File: src/rtl/serial_mag_comp.sv
// Two-bit-per-cycle serial magnitude comparator, MSB slice first, driving an external slice comparator.
// Optional macro SERIAL_MAG_COMP_EARLY_EXIT_EN: finish on the first unequal slice instead of scanning all slices.
module serial_mag_comp #(
  parameter int unsigned WIDTH = 8
) (
  input  logic             clk,
  input  logic             rst_n,
  input  logic             start,
  input  logic [WIDTH-1:0] a,
  input  logic [WIDTH-1:0] b,
  output logic             busy,
  output logic             done,
  output logic             gt,
  output logic             lt,
  output logic             eq,
  output logic [1:0]       slice_a,
  output logic [1:0]       slice_b,
  input  logic             slice_gt,
  input  logic             slice_lt,
  input  logic             slice_eq
);

  localparam int unsigned N  = WIDTH / 2;
  localparam int unsigned IW = (N > 1) ? $clog2(N) : 1;
  localparam logic [IW-1:0] IDX_TOP = IW'(N - 1);

  if (WIDTH < 2 || (WIDTH % 2) != 0) begin : g_width_check
    $error("serial_mag_comp: WIDTH must be even and at least 2");
  end

  typedef enum logic {IDLE, SCAN} state_t;

  state_t           state, state_nx;
  logic [WIDTH-1:0] a_r, b_r, a_nx, b_nx;
  logic [IW-1:0]    idx, idx_nx;
  logic             gt_nx, lt_nx, eq_nx, done_nx;
  logic             s_gt, s_lt;

  // slice_eq is implied by the priority order; an all-zero response reads as equal
  assign s_gt = slice_gt;
  assign s_lt = !slice_gt && slice_lt;
  assign busy = (state == SCAN);

`ifndef SERIAL_MAG_COMP_EARLY_EXIT_EN
  logic dec_gt, dec_lt, dec_gt_nx, dec_lt_nx;
  logic res_gt, res_lt;
`endif

  always_comb begin
    slice_a = '0;
    slice_b = '0;
    if (state == SCAN) begin
      slice_a = a_r[2*int'(idx) +: 2];
      slice_b = b_r[2*int'(idx) +: 2];
    end
  end

  always_comb begin
    state_nx = state;
    a_nx     = a_r;
    b_nx     = b_r;
    idx_nx   = idx;
    gt_nx    = gt;
    lt_nx    = lt;
    eq_nx    = eq;
    done_nx  = 1'b0;
`ifndef SERIAL_MAG_COMP_EARLY_EXIT_EN
    dec_gt_nx = dec_gt;
    dec_lt_nx = dec_lt;
    res_gt    = (dec_gt || dec_lt) ? dec_gt : s_gt;
    res_lt    = (dec_gt || dec_lt) ? dec_lt : s_lt;
`endif
    case (state)
      IDLE: begin
        if (start) begin
          state_nx = SCAN;
          a_nx     = a;
          b_nx     = b;
          idx_nx   = IDX_TOP;
          gt_nx    = 1'b0;
          lt_nx    = 1'b0;
          eq_nx    = 1'b0;
`ifndef SERIAL_MAG_COMP_EARLY_EXIT_EN
          dec_gt_nx = 1'b0;
          dec_lt_nx = 1'b0;
`endif
        end
      end
      SCAN: begin
`ifdef SERIAL_MAG_COMP_EARLY_EXIT_EN
        if (s_gt || s_lt || idx == '0) begin
          state_nx = IDLE;
          done_nx  = 1'b1;
          gt_nx    = s_gt;
          lt_nx    = s_lt;
          eq_nx    = !s_gt && !s_lt;
        end else begin
          idx_nx = idx - 1'b1;
        end
`else
        // the first unequal slice is latched in dec_*; later slices cannot override it
        if (idx == '0) begin
          state_nx = IDLE;
          done_nx  = 1'b1;
          gt_nx    = res_gt;
          lt_nx    = res_lt;
          eq_nx    = !res_gt && !res_lt;
        end else begin
          idx_nx    = idx - 1'b1;
          dec_gt_nx = res_gt;
          dec_lt_nx = res_lt;
        end
`endif
      end
      default: state_nx = IDLE;
    endcase
  end

  always_ff @(posedge clk or negedge rst_n) begin
    if (!rst_n) begin
      state <= IDLE;
      a_r   <= '0;
      b_r   <= '0;
      idx   <= IDX_TOP;
      gt    <= 1'b0;
      lt    <= 1'b0;
      eq    <= 1'b0;
      done  <= 1'b0;
`ifndef SERIAL_MAG_COMP_EARLY_EXIT_EN
      dec_gt <= 1'b0;
      dec_lt <= 1'b0;
`endif
    end else begin
      state <= state_nx;
      a_r   <= a_nx;
      b_r   <= b_nx;
      idx   <= idx_nx;
      gt    <= gt_nx;
      lt    <= lt_nx;
      eq    <= eq_nx;
      done  <= done_nx;
`ifndef SERIAL_MAG_COMP_EARLY_EXIT_EN
      dec_gt <= dec_gt_nx;
      dec_lt <= dec_lt_nx;
`endif
    end
  end

  logic unused_ok;
  assign unused_ok = slice_eq;

endmodule

File: config.mk
export PLATFORM = sky130hd
export DESIGN_NAME = serial_mag_comp
export DESIGN_NICKNAME = d
export VERILOG_FILES = /design/src/rtl/serial_mag_comp.sv
export SDC_FILE = /design/constraint.sdc
export NUM_CORES = 1
export LEC_CHECK = 0
export ABC_AREA = 1
export CAP_MARGIN = 10
export CORE_MARGIN = 1.5
export CORE_UTILIZATION = 49
export CTS_BUF_LIST = sky130_fd_sc_hd__clkbuf_4 sky130_fd_sc_hd__clkbuf_8
export DETAILED_ROUTE_END_ITERATION = 8
export PLACE_DENSITY = 0.82
export REMOVE_ABC_BUFFERS = 1
export SLEW_MARGIN = 40
export SYNTH_ARGS = -nofsm -noshare
export SYNTH_HDL_FRONTEND = slang
export SYNTH_SLANG_ARGS = --single-unit
export TNS_END_PERCENT = 30
File: constraint.sdc
create_clock -name clk -period 2.2 [get_ports clk]
set_clock_uncertainty 0.2 [all_clocks]
set_input_delay 0.55 -clock clk [delete_from_list [all_inputs] [get_ports clk]]
set_output_delay 0.55 -clock clk [all_outputs]
set_load 0.01 [all_outputs]
==> impl_results.md, run 1 <==
* Crit. End Element: output pin
* Warnings from Yosys at 0
* Core box area at around 2200 sq um
* Worst r2r dst: lt
* R2R Setup Slk at 0.47 ns
* WL final at about 2.3 mm
* Maximum Capacitance Violations at 0
* Startpoint of the worst hold path: eq
* Routability cong. at 0.7785
* Met2 usage at between 30% and 40%
* Busiest grt layer: met2
* Mapped cell area at roughly 1200 sq um
* N_diodes at 0
* Pre-CTS setup slack at -0.01127 ns
* Clock Path Buffers at 2
* Worst Path Arrival at about 1.4 ns
* Hold Path Depth at 2
* Post-synthesis sequential area ratio at a little over half
* Hold Path End: eq
* Global-route wire length before repair at just over 4 mm
* Layout cell share with drive strength beyond 1 at ~14%
* Finish-stage setup viols at 0
* Port Buffers at 29
* Req. time, crit path at roughly 1.5 ns
* Final Hold Vio Count at 0
* Vias in the first global route at between 1,000 and 1,500
* CTS tree: done
* Clock Sinks at 25
* Slew @ Worst Pin at around 0.31 ns
* Avg WL per Cell at ~11 um
* DIE WIDTH at approximately 52 um
* Static leakage at 0.7516 nW
* RSZ-0062 raised after global routing: yes
* Post-placement cell area at 1491 sq um
* Largest net degree at the start of global routing at 26
* Area Overhead vs Synth at 28.07%
* Number of CTS-inserted buffers at 3
* VDD IR max at around 0.83 mV
* Number of antenna violations at the first check in global routing at 0
* Post-CTS setup buffer count at 0
* Met1 usage at between 20% and 30%
* Crit Path Class: reg2out
* Die Area at roughly 2700 sq um
* Min cycle time layout at roughly 2.2 ns
* DRC viols at 0
* Root buffer cell: clkbuf_4
* Fin area at around 1500 sq um
* PwrDens at between 1000 and 1500 nW/um^2
* Synth Area per Inst at about 8.3 sq um
* Vias at approximately 990
* Worst reg2reg path startpoint: idx[0]
* Initial Util at a little over half
* Total GRT Usage at between 20% and 30%
* Worst-path clk slew at 0.13 ns
* Max Slew Vio Count at 0
* Max_slew headroom at between 70% and 80%
* Nets at 200
* DP HPWL at 1.758 mm
* Worst setup margin at approximately 0.042 ns
* #FFs+latches synth at 25
* Die Y at between 50 and 60 um
* Top Ports at 31
* Grt total ovfl at 0
* R2R cell count at 8
* Fmax at roughly 0.46 GHz
* DRT iter0 DRCs at 20
* CP Launch Type: register
* Outcome: finished, final reports clean
* DR vias/cell at approximately 4.9
* Worst skew pair latency at between 0.3 and 0.4 ns
* Global Route met3 Usage at roughly 2.9%
* H-tree depth at 1
* Rows at 17
* Post-synth cell types at 18
* Cells after Synth at 143
* Post-CTS Hold Fix Bufs at 0
* Worst Path Max Fanout at 9
* DRT antenna net count at 0
* Pre-antenna DRT Iters at 4
* Hold Path Class: reg2reg
* Final period util at 98.08%
cell usage after synthesis, drive strengths merged:
master	instances	area share (%)
a21oi	5	2.4
nand3	9	3.8
dfrtp	23	49
o21ai	21	8.9
nor2	5	2.2
buf	5	4.4
inv	25	8.2
ha	1	1.1
nand2	47	16
dfstp	2	4.4
how the worst max path moves through the flow:
stage          startpoint    endpoint
6_report           idx[0]  slice_a[0]
5_1_grt            idx[0]  slice_a[0]
4_1_cts            idx[0]  slice_b[1]
3_5_place_dp       idx[0]  slice_a[1]
3_3_place_gp       idx[0]  slice_a[1]
2_1_floorplan      idx[0]  slice_a[1]
timing repair:
action	4_1_cts	5_1_grt
setup endpoints to repair	4	3
pin swaps	1	0
resized for setup	17	2
registers in the layout (all words and copies together), names as in the netlist:
signal and cells:
gt 1, busy 1, eq 1, b_r 8, lt 1, a_r 8
done 1, dec_lt 1, idx 2, dec_gt 1
cell usage in the layout, fill, tap and decap left out:
| master | count |
|---|---|
| inv_2 | 1 |
| nand3_1 | 9 |
| clkbuf_4 | 4 |
| nor2_1 | 4 |
| inv_1 | 23 |
| nand2_1 | 43 |
| dfrtp_1 | 23 |
| nand2_2 | 4 |
| buf_4 | 4 |
| dfstp_2 | 2 |
| a21oi_2 | 3 |
| nor2_4 | 1 |
| ha_1 | 1 |
| clkdlybuf4s50_1 | 25 |
| o21ai_0 | 19 |
| buf_2 | 4 |
| inv_4 | 1 |
| o21ai_1 | 2 |
| a21oi_1 | 2 |
| buf_6 | 1 |
per-layer routing:
metal	wire [um]	part of all wire, %
met5	0	0
met4	12	0.51
met3	118	5.0
met2	1215	52
met1	995	42
per-stage QoR:
stage | hold slack (ns) | instances | total power [mW] | utilization, % | setup TNS, ns
floorplan | 0.05441 | 138 | 1.378 | - | 0
global placement | 0.2727 | 200 | 1.769 | 66.78 | 0
detailed placement | 0.2768 | 200 | 1.813 | 66.78 | -0.01127
CTS | 0.3132 | 204 | 2.001 | 67.84 | -0.03979
global route | 0.3727 | 204 | 2.168 | 67.73 | -0.04894
finish | 0.3072 | 204 | 1.981 | 67.73 | 0
where the power goes:
group	switching (mW)	internal, mW	total, mW
logic	0.571	0.415	0.986
registers	0.0990	0.687	0.786
clock network	0.126	0.0830	0.209
total	0.796	1.19	1.98
critical path, stage by stage (launching register included):
cell and delay [ns]:
dfstp_2 0.58, inv_4 0.07, nand2_1 0.06, nand3_1 0.10
a21oi_2 0.15, buf_2 0.14
final cells by class:
| type | instances | area [sq um] |
|---|---|---|
| Clock buffer | 4 | 30.03 |
| Inverter | 25 | 96.34 |
| Tap cell | 28 | 35.03 |
| Timing Repair Buffer | 34 | 311.5 |
| Sequential cell | 25 | 628.1 |
| Multi-Input combinational cell | 88 | 411.6 |
| Fill cell | 212 | 720.7 |
kinds of logic (layout without fill, tap and decap cells):
group | count (synthesis) | after routing | share of synthesized area (%)
flip-flops | 25 | 25 | 53.18
buffers and inverters | 30 | 63 | 12.60
AO/OA/AOI/OAI | 26 | 26 | 11.33
adder cells (fa/ha/maj) | 1 | 1 | 1.059
AND/OR/NAND/NOR | 61 | 61 | 21.82
(Power assumes the default switching activity.)
==> run 2: changes to the inputs <==
--- a/config.mk
+++ b/config.mk
@@ -10,6 +10,7 @@
 export CORE_MARGIN = 1.5
 export CORE_UTILIZATION = 49
 export CTS_BUF_LIST = sky130_fd_sc_hd__clkbuf_4 sky130_fd_sc_hd__clkbuf_8
+export CTS_CLUSTER_DIAMETER = 120
 export DETAILED_ROUTE_END_ITERATION = 8
 export PLACE_DENSITY = 0.82
 export REMOVE_ABC_BUFFERS = 1
==> results of run 2 <==
Same layout as run 1: the final DEF is identical, and so are final timing and power.
==> run 3: changes to the inputs <==
--- a/config.mk
+++ b/config.mk
@@ -12,6 +12,7 @@
 export CTS_BUF_LIST = sky130_fd_sc_hd__clkbuf_4 sky130_fd_sc_hd__clkbuf_8
 export CTS_CLUSTER_DIAMETER = 120
 export DETAILED_ROUTE_END_ITERATION = 8
+export GPL_TIMING_DRIVEN = 0
 export PLACE_DENSITY = 0.82
 export REMOVE_ABC_BUFFERS = 1
 export SLEW_MARGIN = 40
==> constraint.sdc (replaced) <==
create_clock -name clk -period 2.3 [get_ports clk]
set_clock_uncertainty 0.2 [all_clocks]
set_input_delay 0.575 -clock clk [delete_from_list [all_inputs] [get_ports clk]]
set_output_delay 0.575 -clock clk [all_outputs]
set_load 0.01 [all_outputs]
==> impl_results.md, run 3 (synthesis gave the netlist of run 1 again) <==
* Fin util at 65.99%
* Largest net degree at the start of global routing at 34
* Crit-path cells: inv_4 -> nand2_2 -> nand3_1 -> a21oi_1 -> clkbuf_2
* Fmax at roughly 0.46 GHz
* R2R cell count at 7
* Core box area at 2233 sq um
* Crit. End Element: output pin
* Pre-antenna DRT Iters at 4
* Layout cell share with drive strength beyond 1 at around an eighth
* H-tree depth at 1
* Port Buffers at 29
* Outcome: finished, final reports clean
* DRC viols at 0
* Global-route wire length before repair at 4.077 mm
* Routability cong. at 0.7843
* Max incr delay on CP at between 0.5 and 0.6 ns
* Regs by FF count: a_r x8, b_r x8, idx x2
* Area Overhead vs Synth at 24.79%
* Number of CTS-inserted buffers at 3
* Pre-CTS setup slack at -0.05966 ns
* R2R Setup Slk at roughly 0.69 ns
* VDD IR max at between 0.6 and 0.7 mV
* WL final at ~2.2 mm
* DP HPWL at 1.722 mm
* DIE WIDTH at between 50 and 60 um
* Vias at 976
* Rows at 17
* Finish-stage setup viols at 0
* Final period util at 95.51%
* Nets at approximately 200
* Worst skew pair latency at 0.31 ns
* DRT antenna net count at 0
* Grt total ovfl at 0
* Fin area at about 1500 sq um
* Initial Util at between 50% and 60%
* Vias in the first global route at approximately 1,000
* Hold Path Class: in2async
* N_diodes at 0
* Worst r2r dst: lt
* Die Y at 52.10 um
* Commonest non-fill, non-tap cell in the layout: nand2_1
* Worst-path clk slew at 0.12 ns
* Crit Path Class: reg2out
* Slew @ Worst Pin at ~0.56 ns
* Worst Path Arrival at 1.42 ns
* Static leakage at between 0.7 and 0.8 nW
* Max_slew headroom at ~62%
* Worst reg2reg path startpoint: idx[1]
* Top Ports at 31
* Min cycle time layout at around 2.2 ns
* Clock Sinks at 25
* Avg WL per Cell at roughly 11 um
* # fillers at 195
* Root buffer cell: clkbuf_4
* DR vias/cell at 4.880
* RSZ-0062 raised after global routing: no
* Number of antenna violations at the first check in global routing at 0
* Most frequent cells in the layout: nand2_1, clkdlybuf4s50_1, inv_1, dfrtp_1, o21ai_0
* Worst Path Max Fanout at 11
* PwrDens at 1256 nW/um^2
* Clock Path Buffers at 2
* Final Hold Vio Count at 0
* Req. time, crit path at between 1.5 and 2 ns
* DRT iter0 DRCs at 8
* CTS tree: done
* Worst setup margin at just over 0.1 ns
* CP Launch Type: register
* Die Area at around 2700 sq um
* Post-placement cell area at between 1000 and 1500 sq um
* Slowest cell on the critical path: dfstp_2
* Maximum Capacitance Violations at 0
* Max Slew Vio Count at 0
* Total GRT Usage at 19.88%
==> run 3: metal layers <==
metal | share of wire, % | global-route usage (%) | up-vias
met3 | 6.5 | 4.023 | 3
met2 | 49 | 33.76 | 27
met4 | 0.81 | 6.579 | 0
met1 | 43 | 25.14 | 450
met5 | 0 | 0 | -
li1 | - | - | 496
==> run 3: what timing repair did <==
| item | 4_1_cts | 5_1_grt |
|---|---|---|
| gates resized for setup | 9 | 6 |
| pin swaps | 0 | 0 |
| buffers inserted | 1 | 0 |
| hold buffers | 0 | 0 |
| endpoints found under the setup margin | 4 | 4 |
==> run 3: how the worst max path moves through the flow <==
stage	slack [ns]	start	depth (start not counted)	to
2_1_floorplan	0.51	idx[0]	4	slice_a[1]
6_report	0.10	idx[0]	5	slice_a[0]
4_1_cts	0.0002	idx[0]	5	slice_a[0]
3_3_place_gp	-0.05	idx[0]	5	slice_a[1]
3_5_place_dp	-0.06	idx[0]	5	slice_a[1]
5_1_grt	0.03	idx[0]	5	slice_a[0]
==> run 3: cell type report <==
type / count / area, sq um / area share [%]
clock buffer: 4 / 30.03 / 2.037
sequential: 25 / 628.1 / 42.61
multi-input combinational: 88 / 407.9 / 27.67
tap: 28 / 35.03 / 2.377
inverter: 25 / 96.34 / 6.537
timing repair buffer: 30 / 276.5 / 18.76
==> run 3: report_power, final <==
group / switching [mW] / internal [mW]
registers: 0.0947 / 0.658
logic: 0.532 / 0.367
clock network: 0.120 / 0.0794
total: 0.747 / 1.10
==> run 3: critical path, delay by kind of cell, from the launching register on <==
| kind | cells | cell delay, ns |
|---|---|---|
| compound gates | 1 | 0.19 |
| buf+inv | 2 | 0.23 |
| flops | 1 | 0.58 |
| simple gates | 2 | 0.11 |
==> run 3: stage by stage <==
| stage | TNS [ns] | total power [mW] | hold slack, ns | instances |
|---|---|---|---|---|
| final | 0 | 1.852 | 0.03061 | 200 |
| after global routing | 0 | 2.021 | 0.06737 | 200 |
| after CTS | 0 | 1.896 | 0.03988 | 200 |
| after detailed placement | -0.1424 | 1.693 | 0.2728 | 195 |
| after global placement | -0.09031 | 1.654 | 0.2706 | 195 |
| after floorplan | 0 | 1.318 | 0.07941 | 138 |
==> patch 1 (config.mk and constraints of run 3) <==
Change the parameter `WIDTH` from 8 to 4.
--- a/src/rtl/serial_mag_comp.sv
+++ b/src/rtl/serial_mag_comp.sv
@@ -1,7 +1,7 @@
 // Two-bit-per-cycle serial magnitude comparator, MSB slice first, driving an external slice comparator.
 // Optional macro SERIAL_MAG_COMP_EARLY_EXIT_EN: finish on the first unequal slice instead of scanning all slices.
 module serial_mag_comp #(
-  parameter int unsigned WIDTH = 8
+  parameter int unsigned WIDTH = 4
 ) (
   input  logic             clk,
   input  logic             rst_n,
Interface: changed (resized a and b); port bits go from 31 to 23. No check against the original RTL was run, so the function may have changed too.
==> patch 1 against run 3 <==
  * Power shrank 36%
  * First-iteration DRC count grew 38%
  * Worst hold slack gained 0.25 ns
  * Worst setup slack gained 0.025 ns
  * Via count shrank 41%
  * Critical endpoint is now slice_b[1]
  * Register-to-register slack gained 0.28 ns
  * Wire length shrank 45%
  * Sequential cell count shrank 9
  * Synthesized cell count shrank 43%
  * Cell area shrank 35%
  * Count of clock-buffer cells in the layout is the same
  * Area after synthesis shrank 41%
==> patch 1: results (changes against run 3) <==
Outcome
  • Status: complete, no violations

Clock network
  • Clk slew on worst S/H paths: 0.09 ns (-0.03 ns)
  • CTS HTree Levels: 1 (unchanged)
  • Clock Latency Late Sink: 0.29 ns (-0.02 ns)
  • Post_cts resized: 6 (-3)
  • Root buffer cell: clkbuf_4
  • Post-CTS Setup Bufs: 1 (unchanged)
  • CTS buffer count: 3 (unchanged)
  • CTS max path bufs: 2 (unchanged)

GRT
  • Grt met2 use: 0.290 (-0.0479)
  • Vias in the first global route: 454 (-55%)
  • M3 GR Usage: 0.0489 (+0.00868)
  • Largest net degree at the start of global routing: 17 (-50%)
  • GRT met1 Usage: 0.220 (-0.0315)
  • First-pass GRT wire length: 1900 um (-53%)
  • Total GRT Usage: 0.188 (-0.0105)

Finish
  • Layout Nets: 122 (-38%)
  • ANT cells: 0 (unchanged)
  • Share of cells above drive strength 1: 0.121 (-0.000598)
  • Area of the multi-input gates: 258 um^2 (-37%)
  • Largest registers: a_r: 4 flops, b_r: 4 flops
  • # fillers: 117 (-40%)

Synthesis
  • Top cells by area, synth: dfrtp_1 54%, nand2_1 19%, nand3_1 5.0%, dfstp_2 3.8%, inv_1 3.8%
  • Compound-gate portion of the synthesized area: 0.0627 (-0.0506)
  • XOR/XNOR share of the synthesized area: 0 (unchanged)
  • Adder-Cell Fraction of Synth Area: 0 (-0.0106)
  • Yosys cell types: 14 (-4)
  • Post-synthesis sequential area ratio: 0.575 (+0.0435)
  • YS warnings: 0 (unchanged)
  • Top cells by count, synth: 36 x nand2_1, 15 x dfrtp_1, 7 x inv_1, 7 x nand3_1, 5 x nor2_1
  • Asr flop ratio synth: 1.00 (unchanged)
  • Post-synthesis mux area share: 0 (unchanged)

Detailed routing
  • TritonRoute pass-1 iters: 4 (unchanged)
  • Final WL: 1240 um (-45%)
  • Drt first-iter violations: 11 (+3)
  • Vias: 579 (-41%)

Hold path
  • Hold Path Cell Cnt: 2
  • Hold Path Class: flop to flop

Placement
  • DPL Wire Length: 919 um (-47%)
  • Placement Setup Slack: 0.0614 ns (+0.121 ns)
  • PortBufs: 21 (-28%)
  • Final Wtd Congestion: 0.726 (-7.5%)

Power
  • Max rail drop VDD: 0.000725 V (+3.7%)
  • LEAKAGE: 0.509 nW (-30%)
  • Switching part of the total: 0.372 (-0.0316)

Setup path
  • CP peak stage delay: 0.44 ns (-0.14 ns)
  • CP max stage cell: dfrtp_1
  • Crit-path max FO: 8 (-3)
  • Flop-to-flop setup slack: 0.97 ns (+0.28 ns)
  • R2R cell count: 6 (-1)

STA
  • WHS: 0.282 ns (+0.252 ns)
  • Slew headroom: 0.539 (-0.0847)
  • Max Freq: 460 MHz (+1.1%)
==> patch 1: cell type report <==
cell class / instances / share of cell area
flip-flops and latches: 16 / 0.420
multi-input cells: 57 / 0.269
repair buffers: 22 / 0.222
clock buffers: 4 / 0.0379
inverters: 8 / 0.0314
well taps: 15 / 0.0196
==> patch 1: critical path: cells and delay by family, from the launching register on <==
kind	cells	cell delay [ns]
buffers and inverters	2	0.39
DFF	1	0.44
and+or+nand+nor	3	0.28
==> patch 1: path summary, 6_finish.rpt <==
kind	start	endpoint
max	busy$_DFF_PN0_	slice_b[1]
max reg2reg	busy$_DFF_PN0_	eq$_DFFE_PN0P_
min	b_r[2]$_DFFE_PN0P_	b_r[2]$_DFFE_PN0P_
min reg2reg	b_r[2]$_DFFE_PN0P_	b_r[2]$_DFFE_PN0P_
max in group asynchronous	rst_n	eq$_DFFE_PN0P_
min in group asynchronous	rst_n	a_r[2]$_DFFE_PN0P_
==> patch 1: routing by layer <==
layer	wire length [um]	share of wire
met1	588	0.47
met2	557	0.45
met3	74	0.060
met4	20	0.016
met5	0	0
==> patch 1: power groups by stage <==
stage / Combinational (mW) / Sequential (mW) / Clock, mW
4_1_cts: 0.530 / 0.487 / 0.193
3_5_place_dp: 0.535 / 0.495 / 0
3_3_place_gp: 0.526 / 0.489 / 0
2_1_floorplan: 0.279 / 0.503 / 0
5_1_grt: 0.580 / 0.506 / 0.204
6_report: 0.521 / 0.487 / 0.185
==> patch 1: stage by stage <==
step                instance area, um^2  std cells
floorplan                           687         81
global placement                    916        117
detailed placement                  916        117
CTS                                 957        122
global route                        957        122
finish                              957        122
==> patch 1: logic make-up (layout without fill, tap and decap cells) <==
kind of cell / count (synthesis) / after routing
DFF: 16 / 16
and+or+nand+nor: 50 / 50
buffers and inverters: 9 / 34
AOI/OAI and AO/OA: 7 / 7
==> patch 2 (flow settings as in run 3) <==
Made on the original files. Take the reset off `a_r` and `b_r` and load them in a clocked block of their own.
--- a/src/rtl/serial_mag_comp.sv
+++ b/src/rtl/serial_mag_comp.sv
@@ -119,8 +119,6 @@
   always_ff @(posedge clk or negedge rst_n) begin
     if (!rst_n) begin
       state <= IDLE;
-      a_r   <= '0;
-      b_r   <= '0;
       idx   <= IDX_TOP;
       gt    <= 1'b0;
       lt    <= 1'b0;
@@ -132,8 +130,6 @@
 `endif
     end else begin
       state <= state_nx;
-      a_r   <= a_nx;
-      b_r   <= b_nx;
       idx   <= idx_nx;
       gt    <= gt_nx;
       lt    <= lt_nx;
@@ -146,6 +142,11 @@
     end
   end
 
+  always_ff @(posedge clk) begin
+    a_r <= a_nx;
+    b_r <= b_nx;
+  end
+
   logic unused_ok;
   assign unused_ok = slice_eq;
 
Check against the original RTL: same outputs for any inputs over 10 cycles, from zero or initial values and one cycle with rst_n low; that may be too few to reach the edited logic, so the function may still have changed.
==> patch 2 against run 3 <==
  * Wire length decreased by 14%
  * Cell area decreased by 5.6%
  * Area after synthesis decreased by 9.4%
  * Critical path type unchanged
  * Sequential power decreased by 8.6%
  * Register-to-register slack got worse by 0.22 ns
  * Power decreased by 18%
  * Sequential share of layout area increased by 8.3 points
  * Worst setup slack improved by 0.015 ns
  * Sequential cell count unchanged
==> patch 2: results (changes against run 3) <==
Synthesis
  • Post-synthesis sequential area ratio: 0.662 (+0.130)
  • Asr flop ratio synth: 0.360 (-0.640)
  • Area of the mapped netlist: 0.00107 mm^2 (-9.4%)
  • EDFF count, synth: 16 (+16)
  • Yosys cell types: 13 (-5)
  • Avg Cell Area, Syn: 10.0 um^2 (+21%)
  • Top cells by count, synth: 28 x nand2_1, 24 x inv_1, 16 x edfxtp_1
  • Main flop type after synthesis: edfxtp_1
  • YS warnings: 0 (unchanged)
  • Top cells by area, synth: edfxtp_1 45%, dfrtp_1 16%, nand2_1 9.8%, inv_1 8.4%, dfstp_2 4.9%

Clock network
  • Post-CTS Setup Bufs: 1 (unchanged)
  • CTS HTree Levels: 1 (unchanged)
  • Post_cts resized: 9 (unchanged)
  • CTS max path bufs: 2 (unchanged)

Placement
  • DPL Wire Length: 1450 um (-16%)
  • DP Area: 0.00137 mm^2 (-5.4%)
  • Final Wtd Congestion: 0.778 (-0.85%)
  • Placed cells: 161 (-17%)
  • Placement Setup Slack: -0.0711 ns (-0.0114 ns)

Detailed routing
  • Final WL: 1920 um (-14%)
  • Vias: 796 (-18%)
  • DR top layer: met4
  • Wire length on met2: 1060 um (-4.0%)
  • Drt first-iter violations: 22 (+14)
  • M1 wire length: 752 um (-22%)
  • TritonRoute pass-1 iters: 4 (unchanged)
  • Met3 wire length: 82 um (-43%)

Finish
  • Multi-Input Combinational: 55 (-38%)
  • Area of the multi-input gates: 245 um^2 (-40%)
  • # fillers: 149 (-24%)
  • Clock buffers: 4 (unchanged)
  • FF+latch area: 708 um^2 (+13%)
  • Area Growth Syn to Fin: 30.1%
  • Signal buf overhead: 0.200 (+0.0120)
  • ANT cells: 0 (unchanged)
  • Share of cells above drive strength 1: 0.108 (-0.0142)
  • Final cell count without fillers: 166 (-17%)
  • Clock buffers and inverters, area share: 0.0216 (+0.00121)
  • Largest cell class: registers

Setup path
  • Worst reg2reg path startpoint: busy$_DFF_PN0_
  • Crit-path max FO: 8 (-3)
  • Flop-to-flop setup slack: 0.47 ns (-0.22 ns)

GRT
  • First-pass GRT wire length: 3120 um (-24%)
  • Largest net degree at the start of global routing: 18 (-47%)
  • M3 GR Usage: 0.0515 (+0.0113)
  • Initial antenna violation count: 0 (unchanged)
  • Grt met2 use: 0.313 (-0.0242)
  • Total GRT Usage: 0.174 (-0.0250)
  • Vias in the first global route: 814 (-20%)
  • GRT met1 Usage: 0.172 (-0.0789)

STA
  • WHS: 0.299 ns (+0.268 ns)
  • Max Freq: 458 MHz (+0.69%)
  • Worst Max-Slew Pin Slew: 0.634 ns (+0.0702 ns)

Power
  • Max rail drop VDD: 0.000500 V (-28%)
  • LEAKAGE: 0.655 nW (-10%)

Outcome
  • Status: complete, no violations

Hold path
  • Hold Path Class: flop to flop
  • HP Start: eq$_DFFE_PN0P_
patch 2: critical path, stage by stage, from the launching register on:
cell and delay, ns:
dfstp_2 0.58, buf_4 0.16, nand2_1 0.06, nand3_1 0.09, a21oi_1 0.07, clkbuf_2 0.13
patch 2: path summary, 6_finish.rpt:
path,to,depth (start not counted)
max,slice_b[1],5
min,eq$_DFFE_PN0P_,2
max reg2reg,lt$_DFFE_PN0P_,6
min reg2reg,eq$_DFFE_PN0P_,2
max in group asynchronous,idx[1]$_DFFE_PN1P_,1
min in group asynchronous,dec_gt$_DFFE_PN0P_,1
patch 2: cells by family after synthesis:
family,count (synthesis),synth area share
buffers and inverters,27,0.109
AND/OR/NAND/NOR,44,0.171
flip-flops,25,0.662
AO/OA/AOI/OAI,10,0.0468
adder cells (fa/ha/maj),1,0.0117
patch 2: power by group:
part	switching [mW]	internal, mW	leakage (nW)
clock	0.119	0.0797	0.0184
combinational	0.373	0.260	0.376
sequential	0.0628	0.624	0.260
total	0.556	0.964	0.655
